===== config.mk =====
export PLATFORM = sky130hd
export DESIGN_NAME = mult_share_arbiter
export DESIGN_NICKNAME = d
export VERILOG_FILES = /design/src/rtl/mult_share_arbiter.sv
export SDC_FILE = /design/constraint.sdc
export NUM_CORES = 1
export LEC_CHECK = 0
export CAP_MARGIN = 20
export CORE_MARGIN = 2
export CORE_UTILIZATION = 46
export DETAILED_ROUTE_END_ITERATION = 8
export PLACE_DENSITY_LB_ADDON = 0.25
export SYNTH_ARGS = -nofsm -noshare
export SYNTH_HDL_FRONTEND = slang
export SYNTH_SLANG_ARGS = --single-unit

===== constraint.sdc =====
create_clock -name clk -period 3.8 [get_ports clk]
set_input_delay 0.76 -clock clk [delete_from_list [all_inputs] [get_ports clk]]
set_output_delay 0.76 -clock clk [all_outputs]
set_load 0.05 [all_outputs]

===== src/rtl/mult_share_arbiter.sv =====
// Four requesters share one combinational 4x4 unsigned multiplier through a
// round-robin arbiter and an IDLE -> MUL -> RESP handshake sequencer.

module mult_share_mul4 (
  input  logic [3:0] a,
  input  logic [3:0] b,
  output logic [7:0] p
);
  logic [7:0] r0, r1, r2, r3;
  logic [7:0] s1, c1, s2, c2;
  logic [7:0] g, pr;
  logic [8:0] cy;

  // Partial-product rows reduced 4 -> 3 -> 2 by carry-save stages; the true
  // product never exceeds 225, so carries shifted out of bit 7 are always zero.
  always_comb begin
    r0 = {4'b0000, a & {4{b[0]}}};
    r1 = {4'b0000, a & {4{b[1]}}} << 1;
    r2 = {4'b0000, a & {4{b[2]}}} << 2;
    r3 = {4'b0000, a & {4{b[3]}}} << 3;
    s1 = r0 ^ r1 ^ r2;
    c1 = ((r0 & r1) | (r0 & r2) | (r1 & r2)) << 1;
    s2 = s1 ^ c1 ^ r3;
    c2 = ((s1 & c1) | (s1 & r3) | (c1 & r3)) << 1;
    g  = s2 & c2;
    pr = s2 ^ c2;
    cy = '0;
    for (int i = 0; i < 8; i++) begin
      cy[i+1] = g[i] | (pr[i] & cy[i]);
    end
    p = pr ^ cy[7:0];
  end
endmodule

module mult_share_arbiter (
  input  logic        clk,
  input  logic        rst,
  input  logic [3:0]  req_valid,
  input  logic [15:0] req_a,
  input  logic [15:0] req_b,
  output logic [3:0]  req_ready,
  output logic        resp_valid,
  input  logic        resp_ready,
  output logic [1:0]  resp_id,
  output logic [7:0]  resp_product,
  output logic        busy,
  output logic [7:0]  op_count
);
  typedef enum logic [1:0] {IDLE, MUL, RESP} state_t;

  state_t     state_q, state_d;
  logic [1:0] rr_ptr_q, rr_ptr_d;
  logic [3:0] op_a_q, op_a_d, op_b_q, op_b_d;
  logic [1:0] op_id_q, op_id_d;
  logic [7:0] resp_product_q, resp_product_d;
  logic [1:0] resp_id_q, resp_id_d;
  logic [7:0] op_count_q, op_count_d;

  logic       grant_found;
  logic [1:0] grant_idx;
  logic [1:0] cand;
  logic [7:0] mul_p;

  mult_share_mul4 u_mul (
    .a (op_a_q),
    .b (op_b_q),
    .p (mul_p)
  );

  // Walk downward so the candidate closest to rr_ptr is the last one written.
  always_comb begin
    grant_found = 1'b0;
    grant_idx   = rr_ptr_q;
    cand        = rr_ptr_q;
    for (int k = 3; k >= 0; k--) begin
      cand = rr_ptr_q + 2'(k);
      if (req_valid[cand]) begin
        grant_found = 1'b1;
        grant_idx   = cand;
      end
    end
    req_ready = (state_q == IDLE && grant_found) ? (4'b0001 << grant_idx) : 4'b0000;
  end

  always_comb begin
    // NOTE: every *_d defaults to its flop so no path through the case leaves
    // a signal unassigned, which would otherwise infer a latch.
    state_d        = state_q;
    rr_ptr_d       = rr_ptr_q;
    op_a_d         = op_a_q;
    op_b_d         = op_b_q;
    op_id_d        = op_id_q;
    resp_product_d = resp_product_q;
    resp_id_d      = resp_id_q;
    op_count_d     = op_count_q;
    case (state_q)
      IDLE: begin
        if (grant_found) begin
          op_a_d   = req_a[{grant_idx, 2'b00} +: 4];
          op_b_d   = req_b[{grant_idx, 2'b00} +: 4];
          op_id_d  = grant_idx;
          rr_ptr_d = grant_idx + 2'd1;
          state_d  = MUL;
        end
      end
      MUL: begin
        resp_product_d = mul_p;
        resp_id_d      = op_id_q;
        state_d        = RESP;
      end
      RESP: begin
        if (resp_ready) begin
          op_count_d = op_count_q + 8'd1;
          state_d    = IDLE;
        end
      end
      default: state_d = IDLE;
    endcase
  end

  // NOTE: sequential state uses non-blocking assignments so every flop samples
  // pre-edge values regardless of statement order.
  always_ff @(posedge clk) begin
    if (rst) begin
      state_q        <= IDLE;
      rr_ptr_q       <= '0;
      op_a_q         <= '0;
      op_b_q         <= '0;
      op_id_q        <= '0;
      resp_product_q <= '0;
      resp_id_q      <= '0;
      op_count_q     <= '0;
    end else begin
      state_q        <= state_d;
      rr_ptr_q       <= rr_ptr_d;
      op_a_q         <= op_a_d;
      op_b_q         <= op_b_d;
      op_id_q        <= op_id_d;
      resp_product_q <= resp_product_d;
      resp_id_q      <= resp_id_d;
      op_count_q     <= op_count_d;
    end
  end

  assign resp_valid   = (state_q == RESP);
  assign busy         = (state_q != IDLE);
  assign resp_product = resp_product_q;
  assign resp_id      = resp_id_q;
  assign op_count     = op_count_q;
endmodule


==> results.md <==
- Global-route total usage across every layer: 0.195
- Hold-fix buffer count after cts: 0
- CTS tree: yes
- Clock insertion delay at the later pin of the skew report: between 0.2 and 0.3 ns
- Hold path startpoint: resp_product[3]$_SDFFE_PP0N_
- Pwr Density: 370 mW/mm^2
- R2R depth: 11
- WS Path Type: reg -> reg
- Class of the tightest hold or removal check: reg -> reg
- Core Area: 0.00400 mm^2
- First-pass DRT Iterations: 5
- First-pass GRT wire length: approximately 6.8 mm
- Worst Hold End: resp_product[3]$_SDFFE_PP0N_
- Number of instances resized during post-cts repair: 0
- Remaining antenna violation count after routing: 0
- DRC viols: 0
- Flip-flop and latch count after synthesis: 32
- Number of antenna violations at the first check in global routing: 0
- Total length of routed wires: 3.97 mm
- Launching element type of the critical path: flip-flop
- FF-to-FF setup slack: 0.39 ns
- Hold Fails Final Rpt: 0
- Top Ports: 63
- Layout Nets: 326
- Required time of the worst setup path: around 4 ns
- Worst path cell trace: and2_1 -> fa_1 -> inv_1 -> fa_1 -> inv_1 -> ha_1 -> fa_1 -> fa_1 -> fa_1 -> nand2_1 -> a21oi_1
- Total setup violations reported at the end of the flow: 0
- Origin of the critical flop-to-flop path: op_a_q[3]$_SDFFE_PP0P_
- Routed len/inst: 12.4 um
- Count of final max-slew check failures: 0
- Final worst path period share: 0.897
- Maximum number of pins on one net before global-route repair: 22
- Routability congestion estimate: 0.823
- Library cells used by synthesis: 37
- Total negative slack: 0 ns
- Result of the run: completed
- Clock-pin transition on the worst setup and hold timing paths: 0.07 ns
- Die height: 68.6 um
- P&R area growth vs syn: 38.6%
- Clk pwr share: 0.275
- EDFF count, synth: 0
- Worst setup slack after placement: ~0.40 ns
- Number of global-route vias before repair: 1525
- Post-route setup slack: 0.393 ns
- Largest stage delay, worst path: between 0.5 and 0.6 ns
- Total vias in the final route: between 1.5k and 2k
- Effective utilization at floorplan: 0.479
- Shortest period the worst path allows: 3.41 ns
- Post-CTS Repair Setup Buffers: 0
- Sum of net half-perimeters after detailed placement: ~3 mm
- Slowest cell on the critical path: sky130_fd_sc_hd__fa_1
- Width of the die: about 69 um
- Post-synthesis instance total: 208
- Maximum achievable frequency: 293 MHz
- Comb power frac: 0.322
- Static leakage: between 1 and 1.5 nW
- Area of the mapped netlist: 0.00192 mm^2
- Worst Tran Pin Value: 0.651 ns
- Reg-to-reg critical path endpoint: resp_product[6]$_SDFFE_PP0N_
- Proportion of power drawn by flip-flops and latches: 0.403
- Mapped Avg Cell Area: 9.22 um^2
- Net Sw Frac: 0.327
- Worst Hold Path Cells: 2
- Max_cap viols: 0
- Setup repair after global routing missed its margin: no
- Endpoint arrival time on the critical path: around 3.6 ns
- Level count of the clock H-tree: 2
- Total power after layout: 0.983 mW
- Total gr overflow: 0
- Headroom to the max-slew limit: 0.565
- 1st-iter DRT viols: 66
- Cell seen most often among critical-path stages: sky130_fd_sc_hd__fa_1
- Maximum fanout encountered on the critical timing path: 5
- P_int: around 0.66 mW
- Worst-case clock buffer depth: 2
- Syn nets: 264
- Number of antenna repair diodes: 0
- CP Capture Type: flip-flop
- Inst Count DP: 313
- Vias per cell: 5.03
- Post-synthesis sequential area ratio: 0.334
- Core Rows: 23
- Buffer cell driving the clock tree root: sky130_fd_sc_hd__clkbuf_8
- IO buf count: 62
- Count of clock tree sinks: 32
- Largest voltage drop on the vdd net: about 230 uV
- Net switching power: 0.321 mW
- Yosys warning total: 0
- Fraction of synthesis flops using an asynchronous set or reset pin: 0
- Dominant synthesized flop cell: sky130_fd_sc_hd__dfxtp_1
- Number of buffers created by CTS: 5
- Fraction of final layout cells sized beyond drive strength 1: 0.0701
- Maximum clock skew at final layout: approximately 0.006 ns
- Fillers: 369
- Final cell count without fillers: approximately 320
- Area of the die: 0.00470 mm^2
==> routing by layer <==
metal  share of wire  up-vias  GRT usage
li1                -      835          -
met5               0        -          0
met1            0.48      729      0.247
met3           0.046        6     0.0438
met4           0.019        0      0.110
met2            0.46       45      0.306
==> cell usage after synthesis, drive strengths merged (2+ instances only) <==
master / n / area share
dfxtp: 32 / 0.33
nand3: 3 / 0.0078
o221ai: 8 / 0.037
xor2: 5 / 0.023
nand3b: 8 / 0.031
nor2b: 2 / 0.0065
a21oi: 17 / 0.044
nand2: 28 / 0.056
clkbuf: 5 / 0.0098
ha: 9 / 0.059
inv: 9 / 0.018
mux2i: 17 / 0.089
nor2: 12 / 0.023
fa: 8 / 0.084
xnor2: 2 / 0.0091
and2: 18 / 0.059
nand2b: 4 / 0.013
buf: 5 / 0.027
nand4: 2 / 0.0065
==> placed cells by master (no fill, tap or decap), drive strengths merged, types with 2 or more instances in the layout <==
master          n
inv             9
and2           18
clkbuf          8
buf             7
nor2           12
dfxtp          32
ha              9
fa              8
nand2          28
nand2b          4
clkdlybuf4s50  58
xnor2           2
nand3           3
o221ai          8
nor2b           2
mux2i          17
a21oi          17
xor2            5
nand3b          8
nand4           2
==> per-stage QoR <==
| step | hold slack, ns | cell area, um^2 | util |
|---|---|---|---|
| after floorplan | 0.432 | 1920 | - |
| after global placement | 0.439 | 2570 | 0.642 |
| after detailed placement | 0.448 | 2570 | 0.642 |
| after CTS | 0.456 | 2660 | 0.664 |
| after global routing | 0.480 | 2660 | 0.664 |
| final | 0.452 | 2660 | 0.664 |
==> worst max-delay path by stage <==
| stage | from | end | slack [ns] | cells after the start |
|---|---|---|---|---|
| 2_1_floorplan | op_a_q[3]$_SDFFE_PP0P_ | resp_product[6]$_SDFFE_PP0N_ | 0.52 | 11 |
| 3_3_place_gp | op_a_q[3]$_SDFFE_PP0P_ | resp_product[6]$_SDFFE_PP0N_ | 0.46 | 11 |
| 3_5_place_dp | op_a_q[3]$_SDFFE_PP0P_ | resp_product[6]$_SDFFE_PP0N_ | 0.40 | 11 |
| 4_1_cts | op_a_q[3]$_SDFFE_PP0P_ | resp_product[6]$_SDFFE_PP0N_ | 0.38 | 11 |
| 5_1_grt | op_a_q[3]$_SDFFE_PP0P_ | resp_product[6]$_SDFFE_PP0N_ | 0.24 | 11 |
| 6_report | op_a_q[3]$_SDFFE_PP0P_ | resp_product[6]$_SDFFE_PP0N_ | 0.39 | 11 |
==> layout make-up <==
class                           count  area, um^2  share of cell area
Clock buffer                        8        90.1              0.0339
Multi-Input combinational cell    157        1170               0.441
Inverter                            9        33.8              0.0127
Sequential cell                    32         641               0.241
Timing Repair Buffer               65         658               0.248
Tap cell                           50        62.6              0.0236
==> flip-flops by register name, indices dropped and copies added, names as in the netlist <==
signal / count
resp_id: 2
resp_product: 8
op_a_q: 4
op_id_q: 2
op_count: 8
rr_ptr_q: 2
state_q: 2
op_b_q: 4
==> cells by family after synthesis <==
| family | after synthesis | synth area share |
|---|---|---|
| AOI/OAI and AO/OA | 34 | 0.125 |
| xor gates and xnor gates | 7 | 0.0320 |
| adders and majority gates | 17 | 0.142 |
| buffers and inverters | 19 | 0.0548 |
| DFF | 32 | 0.334 |
| muxes | 17 | 0.0888 |
| and+or+nand+nor | 82 | 0.223 |
==> power by group through the flow <==
stage / registers, mW / logic [mW] / clock network [mW]
2_1_floorplan: 0.410 / 0.205 / 0
3_3_place_gp: 0.401 / 0.313 / 0
3_5_place_dp: 0.403 / 0.318 / 0
4_1_cts: 0.396 / 0.320 / 0.274
5_1_grt: 0.402 / 0.351 / 0.287
6_report: 0.396 / 0.316 / 0.270
==> critical path, delay by kind of cell (launching register included) <==
kind / cells / cell delay [ns]
flops: 1 / 0.33
compound gates: 1 / 0.13
simple gates: 2 / 0.23
buf+inv: 2 / 0.10
fa+ha+maj: 6 / 2.55
Power figures use the tool's default switching activity.
==> RTL edit 1: new RTL, config.mk and constraints unchanged <==
Encoding of `state_t`: now one-hot (3 bits for 3 states).
--- a/src/rtl/mult_share_arbiter.sv
+++ b/src/rtl/mult_share_arbiter.sv
@@ -46,7 +46,7 @@
   output logic        busy,
   output logic [7:0]  op_count
 );
-  typedef enum logic [1:0] {IDLE, MUL, RESP} state_t;
+  typedef enum logic [2:0] {IDLE = 3'b001, MUL = 3'b010, RESP = 3'b100} state_t;
 
   state_t     state_q, state_d;
   logic [1:0] rr_ptr_q, rr_ptr_d;
Function: no difference found for any inputs over 10 cycles, from zero or initial values and one cycle with rst high; not proved beyond that.
==> RTL edit 1 against the unedited design <==
- first-iteration DRC count increased by 11%
- largest power group unchanged
- hold slack improved by 0.0015 ns
- sequential power increased by 5.1%
- critical path type unchanged
- sequential cell count increased by 1
- critical endpoint is now resp_product[6]$_SDFFE_PP0P_
- routed wire length increased by 2.7%
- final area increased by 5.4%
- synthesized area increased by 4.6%
- power increased by 9.4%
- worst setup slack got worse by 0.018 ns
- highest routed layer unchanged
- global-route usage decreased by 1.7 points
==> RTL edit 1: results (changes against the unedited design) <==
- Number of detailed-routing iterations run before antenna repair: 4 (was 5)
- Placer Congestion: 0.767 (was 0.823)
- Slew headroom: 0.407 (was 0.565)
- Total Routed Length: 4080 um (was 3970 um)
- Internal power component: 732 uW (was 662 uW)
- Biggest area contributors in the synthesized netlist: sky130_fd_sc_hd__dfxtp_1, sky130_fd_sc_hd__fa_1, sky130_fd_sc_hd__mux2_4 (was sky130_fd_sc_hd__dfxtp_1, sky130_fd_sc_hd__mux2i_1, sky130_fd_sc_hd__fa_1)
- Terminating pin of the worst hold path: resp_product[5]$_SDFFE_PP0P_ (was resp_product[3]$_SDFFE_PP0N_)
- H-tree lvl count: 2 (unchanged)
- Leakage power of the design: 0.00115 uW (was 0.00114 uW)
- Total of fill cells in the finished design: 368 (was 369)
- Sequential area share after synthesis: 0.330 (was 0.334)
- Post-placement setup slack: 0.371 ns (was 0.402 ns)
- Detail-routed net length per standard cell: 12.3 um (was 12.4 um)
- Worst Skew: 0.00906 ns (was 0.00602 ns)
- Cell Area, Placed: 0.00270 mm^2 (was 0.00257 mm^2)
- Wire length of the first global-routing pass: 7200 um (was 6790 um)
- All-layer global routing usage: 0.179 (was 0.195)
- Largest net degree at the start of global routing: 20 (was 22)
- Average via count per standard cell: 5.05 (was 5.03)
- Maximum vdd ir drop: 0.263 mV (was 0.233 mV)
- Reg2Reg Capture Point: resp_product[6]$_SDFFE_PP0P_ (was resp_product[6]$_SDFFE_PP0N_)
- Run status: finished, final reports clean (unchanged)
- HP Start: resp_product[5]$_SDFFE_PP0P_ (was resp_product[3]$_SDFFE_PP0N_)
- Post-detailed-placement half-perimeter wirelength: 3180 um (was 3020 um)
- Fraction of final layout cells sized beyond drive strength 1: 0.129 (was 0.0701)
- Cell total after placement: 323 (was 313)
- Number of nets in the synthesized netlist: 269 (was 264)
- Count of cell types in the netlist: 40 (was 37)
- DRC violation total after the first TritonRoute iteration: 73 (was 66)
- Area of the multi-input gates: 0.00128 mm^2 (was 0.00117 mm^2)
- Vias in the first global route: 1,643 (was 1,525)
RTL edit 1: cell types whose count changed in the layout (fill, tap and decap cells not counted), sizes merged, moves of 4 or more:
cell,delta
mux2,+16
mux2i,-16
a221o,+8
nand3b,-8
o221ai,-8
nor3b,+7
nor2,+4
nor3,+4
RTL edit 1: worst max-delay path by stage:
stage / startpoint / end / slack [ns]
2_1_floorplan: op_a_q[3]$_SDFFE_PP0P_ / resp_product[6]$_SDFFE_PP0P_ / 0.52
3_3_place_gp: op_a_q[3]$_SDFFE_PP0P_ / resp_product[6]$_SDFFE_PP0P_ / 0.46
3_5_place_dp: op_a_q[3]$_SDFFE_PP0P_ / resp_product[6]$_SDFFE_PP0P_ / 0.37
4_1_cts: op_a_q[3]$_SDFFE_PP0P_ / resp_product[6]$_SDFFE_PP0P_ / 0.36
5_1_grt: op_a_q[3]$_SDFFE_PP0P_ / resp_product[6]$_SDFFE_PP0P_ / 0.14
6_report: op_a_q[3]$_SDFFE_PP0P_ / resp_product[6]$_SDFFE_PP0P_ / 0.37
RTL edit 1: per-layer routing:
metal / wire (um) / GRT usage / part of all wire
met1: 1970 / 0.238 / 0.48
met2: 1850 / 0.289 / 0.45
met3: 221 / 0.0433 / 0.054
met4: 35 / 0.0513 / 0.0086
met5: 0 / 0 / 0
RTL edit 1: cell families after synthesis:
logic type,count (synthesis),share of synthesized area
buffers and inverters,16,0.0337
AOI/OAI and AO/OA,35,0.130
muxes,17,0.110
xor gates and xnor gates,7,0.0306
and+or+nand+nor,88,0.230
adders and majority gates,17,0.136
DFF,33,0.330
RTL edit 1: worst register-to-register path, stage by stage (launching register included):
cell	delay, ns
sky130_fd_sc_hd__dfxtp_1	0.34
sky130_fd_sc_hd__and2_1	0.18
sky130_fd_sc_hd__fa_1	0.53
sky130_fd_sc_hd__inv_1	0.05
sky130_fd_sc_hd__fa_1	0.53
sky130_fd_sc_hd__inv_1	0.04
sky130_fd_sc_hd__ha_1	0.20
sky130_fd_sc_hd__fa_1	0.39
sky130_fd_sc_hd__fa_1	0.41
sky130_fd_sc_hd__fa_1	0.49
sky130_fd_sc_hd__nand2_1	0.05
sky130_fd_sc_hd__a21oi_1	0.14
RTL edit 1: layout make-up:
cell class / count / share of cell area
clock inverters: 1 / 0.00179
repair buffers: 66 / 0.238
inverters: 8 / 0.0107
well taps: 52 / 0.0232
flip-flops and latches: 33 / 0.236
multi-input cells: 164 / 0.456
clock buffers: 7 / 0.0344
RTL edit 1: power groups by stage:
stage               clock [uW]  sequential [uW]  combinational (uW)
CTS                        296              415                 375
finish                     287              416                 372
detailed placement           0              423                 374
floorplan                    0              417                 252
global route               310              422                 410
global placement             0              420                 370
==> RTL edit 2: new RTL, same flow settings <==
Made on the original files. `op_a_q`, `op_b_q` and `resp_product_q` no longer have a reset.
--- a/src/rtl/mult_share_arbiter.sv
+++ b/src/rtl/mult_share_arbiter.sv
@@ -124,22 +124,22 @@
     if (rst) begin
       state_q        <= IDLE;
       rr_ptr_q       <= '0;
-      op_a_q         <= '0;
-      op_b_q         <= '0;
       op_id_q        <= '0;
-      resp_product_q <= '0;
       resp_id_q      <= '0;
       op_count_q     <= '0;
     end else begin
       state_q        <= state_d;
       rr_ptr_q       <= rr_ptr_d;
-      op_a_q         <= op_a_d;
-      op_b_q         <= op_b_d;
       op_id_q        <= op_id_d;
-      resp_product_q <= resp_product_d;
       resp_id_q      <= resp_id_d;
       op_count_q     <= op_count_d;
     end
+  end
+
+  always_ff @(posedge clk) begin
+    op_a_q         <= op_a_d;
+    op_b_q         <= op_b_d;
+    resp_product_q <= resp_product_d;
   end
 
   assign resp_valid   = (state_q == RESP);
Behaviour: differs if rst is asserted again (counterexample within 4 cycles, from zero or initial values and one cycle with rst high); with rst held inactive, the same outputs for 10 cycles.
==> RTL edit 2 against the unedited design <==
- worst setup slack worse by 0.25 ns
- sequential cell count unchanged
- non-clock buffer count down 1
- hold slack better by 0.043 ns
- combinational power up 97%
- clock power down 3%
- routed wire length down 10%
- critical endpoint is now req_ready[3]
- core utilization up 0.87 points
- register-to-register slack worse by 0.02 ns
- power up 41%
- final area down 0.14%
- critical path depth down 3
- synthesized area down 2.7%
==> RTL edit 2: results (changes against the unedited design) <==
- Run status: finished, final reports clean (unchanged)
- Vias in the first global route: 1,373 (was 1,525)
- Number of enable-type register cells in the synthesized netlist: 16 (was 0)
- Worst-case reg-to-reg path depth: 9 (was 11)
- Sequential area share after synthesis: 0.429 (was 0.334)
- Worst reg-to-reg setup slack: 0.37 ns (was 0.39 ns)
- Number of nets in the synthesized netlist: 240 (was 264)
- Count of cell types in the netlist: 36 (was 37)
- Fin Hold WS: 0.495 ns (was 0.452 ns)
- Final layout net count: 303 (was 326)
- Reg2Reg Capture Point: resp_product[6]$_DFFE_PN_ (was resp_product[6]$_SDFFE_PP0N_)
- Ys flop type: sky130_fd_sc_hd__edfxtp_1 (was sky130_fd_sc_hd__dfxtp_1)
- Crit path DAT: 2.90 ns (was 3.62 ns)
- Reg-to-reg startpoint: op_a_q[3]$_DFFE_PP_ (was op_a_q[3]$_SDFFE_PP0P_)
- DRC violation total after the first TritonRoute iteration: 70 (was 66)
- Cell Area, Placed: 0.00256 mm^2 (was 0.00257 mm^2)
- Largest stage delay on the critical path: 0.61 ns (was 0.54 ns)
- Biggest area contributors in the synthesized netlist: sky130_fd_sc_hd__edfxtp_1, sky130_fd_sc_hd__dfxtp_1, sky130_fd_sc_hd__fa_1 (was sky130_fd_sc_hd__dfxtp_1, sky130_fd_sc_hd__mux2i_1, sky130_fd_sc_hd__fa_1)
- Synth cell count leaders: sky130_fd_sc_hd__nand2_1, sky130_fd_sc_hd__and2_1, sky130_fd_sc_hd__nor2_1 (was sky130_fd_sc_hd__dfxtp_1, sky130_fd_sc_hd__nand2_1, sky130_fd_sc_hd__and2_1)
- Total Routed Length: 3570 um (was 3970 um)
- Largest net degree at the start of global routing: 20 (was 22)
- Leakage power of the design: 0.00107 uW (was 0.00114 uW)
- Terminating pin of the worst hold path: resp_id[0]$_SDFFE_PP0N_ (was resp_product[3]$_SDFFE_PP0N_)
- CP top delay family: buffers and inverters (was adder cells)
- Total of fill cells in the finished design: 327 (was 369)
- All-layer global routing usage: 0.168 (was 0.195)
- Fraction of final layout cells sized beyond drive strength 1: 0.0726 (was 0.0701)
- Critical path launch point: req_valid[0] (was op_a_q[3]$_SDFFE_PP0P_)
- Number of detailed-routing iterations run before antenna repair: 4 (was 5)
- Maximum fanout count along the critical path: 19 (was 5)
## RTL edit 2: worst reg2reg max path: cells and delay by family, from the launching register on
| kind | cells | cell delay [ns] |
|---|---|---|
| and+or+nand+nor | 1 | 0.20 |
| buffers and inverters | 2 | 0.09 |
| DFF | 1 | 0.41 |
| adders and majority gates | 6 | 2.49 |
## RTL edit 2: power breakdown
group	internal, uW	total (uW)	switching (uW)
clock network	147	262	115
logic	261	624	362
registers	467	502	34.7
## RTL edit 2: final cells by class
| class | instances | share of cell area |
|---|---|---|
| clock buffers | 7 | 0.0325 |
| clock inverters | 1 | 0.00236 |
| inverters | 9 | 0.0146 |
| multi-input cells | 135 | 0.370 |
| flip-flops and latches | 32 | 0.302 |
| well taps | 50 | 0.0236 |
| repair buffers | 64 | 0.255 |
## RTL edit 2: cells by family after synthesis
kind of cell / after synthesis / share of synthesized area
fa+ha+maj: 17 / 0.146
flops: 32 / 0.429
buf+inv: 17 / 0.0443
mux: 5 / 0.0268
compound gates: 25 / 0.103
xor+xnor: 7 / 0.0329
simple gates: 81 / 0.217
## RTL edit 2: stage by stage
step | std cells | setup slack (ns) | total power [uW] | utilization
global placement | 290 | 0.223 | 1120 | 0.649
global route | 298 | 0.0287 | 1490 | 0.673
floorplan | 184 | 0.451 | 937 | -
CTS | 298 | 0.149 | 1410 | 0.673
finish | 298 | 0.138 | 1390 | 0.673
detailed placement | 290 | 0.160 | 1140 | 0.649
## RTL edit 2: metal layers
metal | part of all wire | global-route usage
met1 | 0.44 | 0.213
met2 | 0.47 | 0.265
met3 | 0.072 | 0.0500
met4 | 0.015 | 0.0689
met5 | 0 | 0
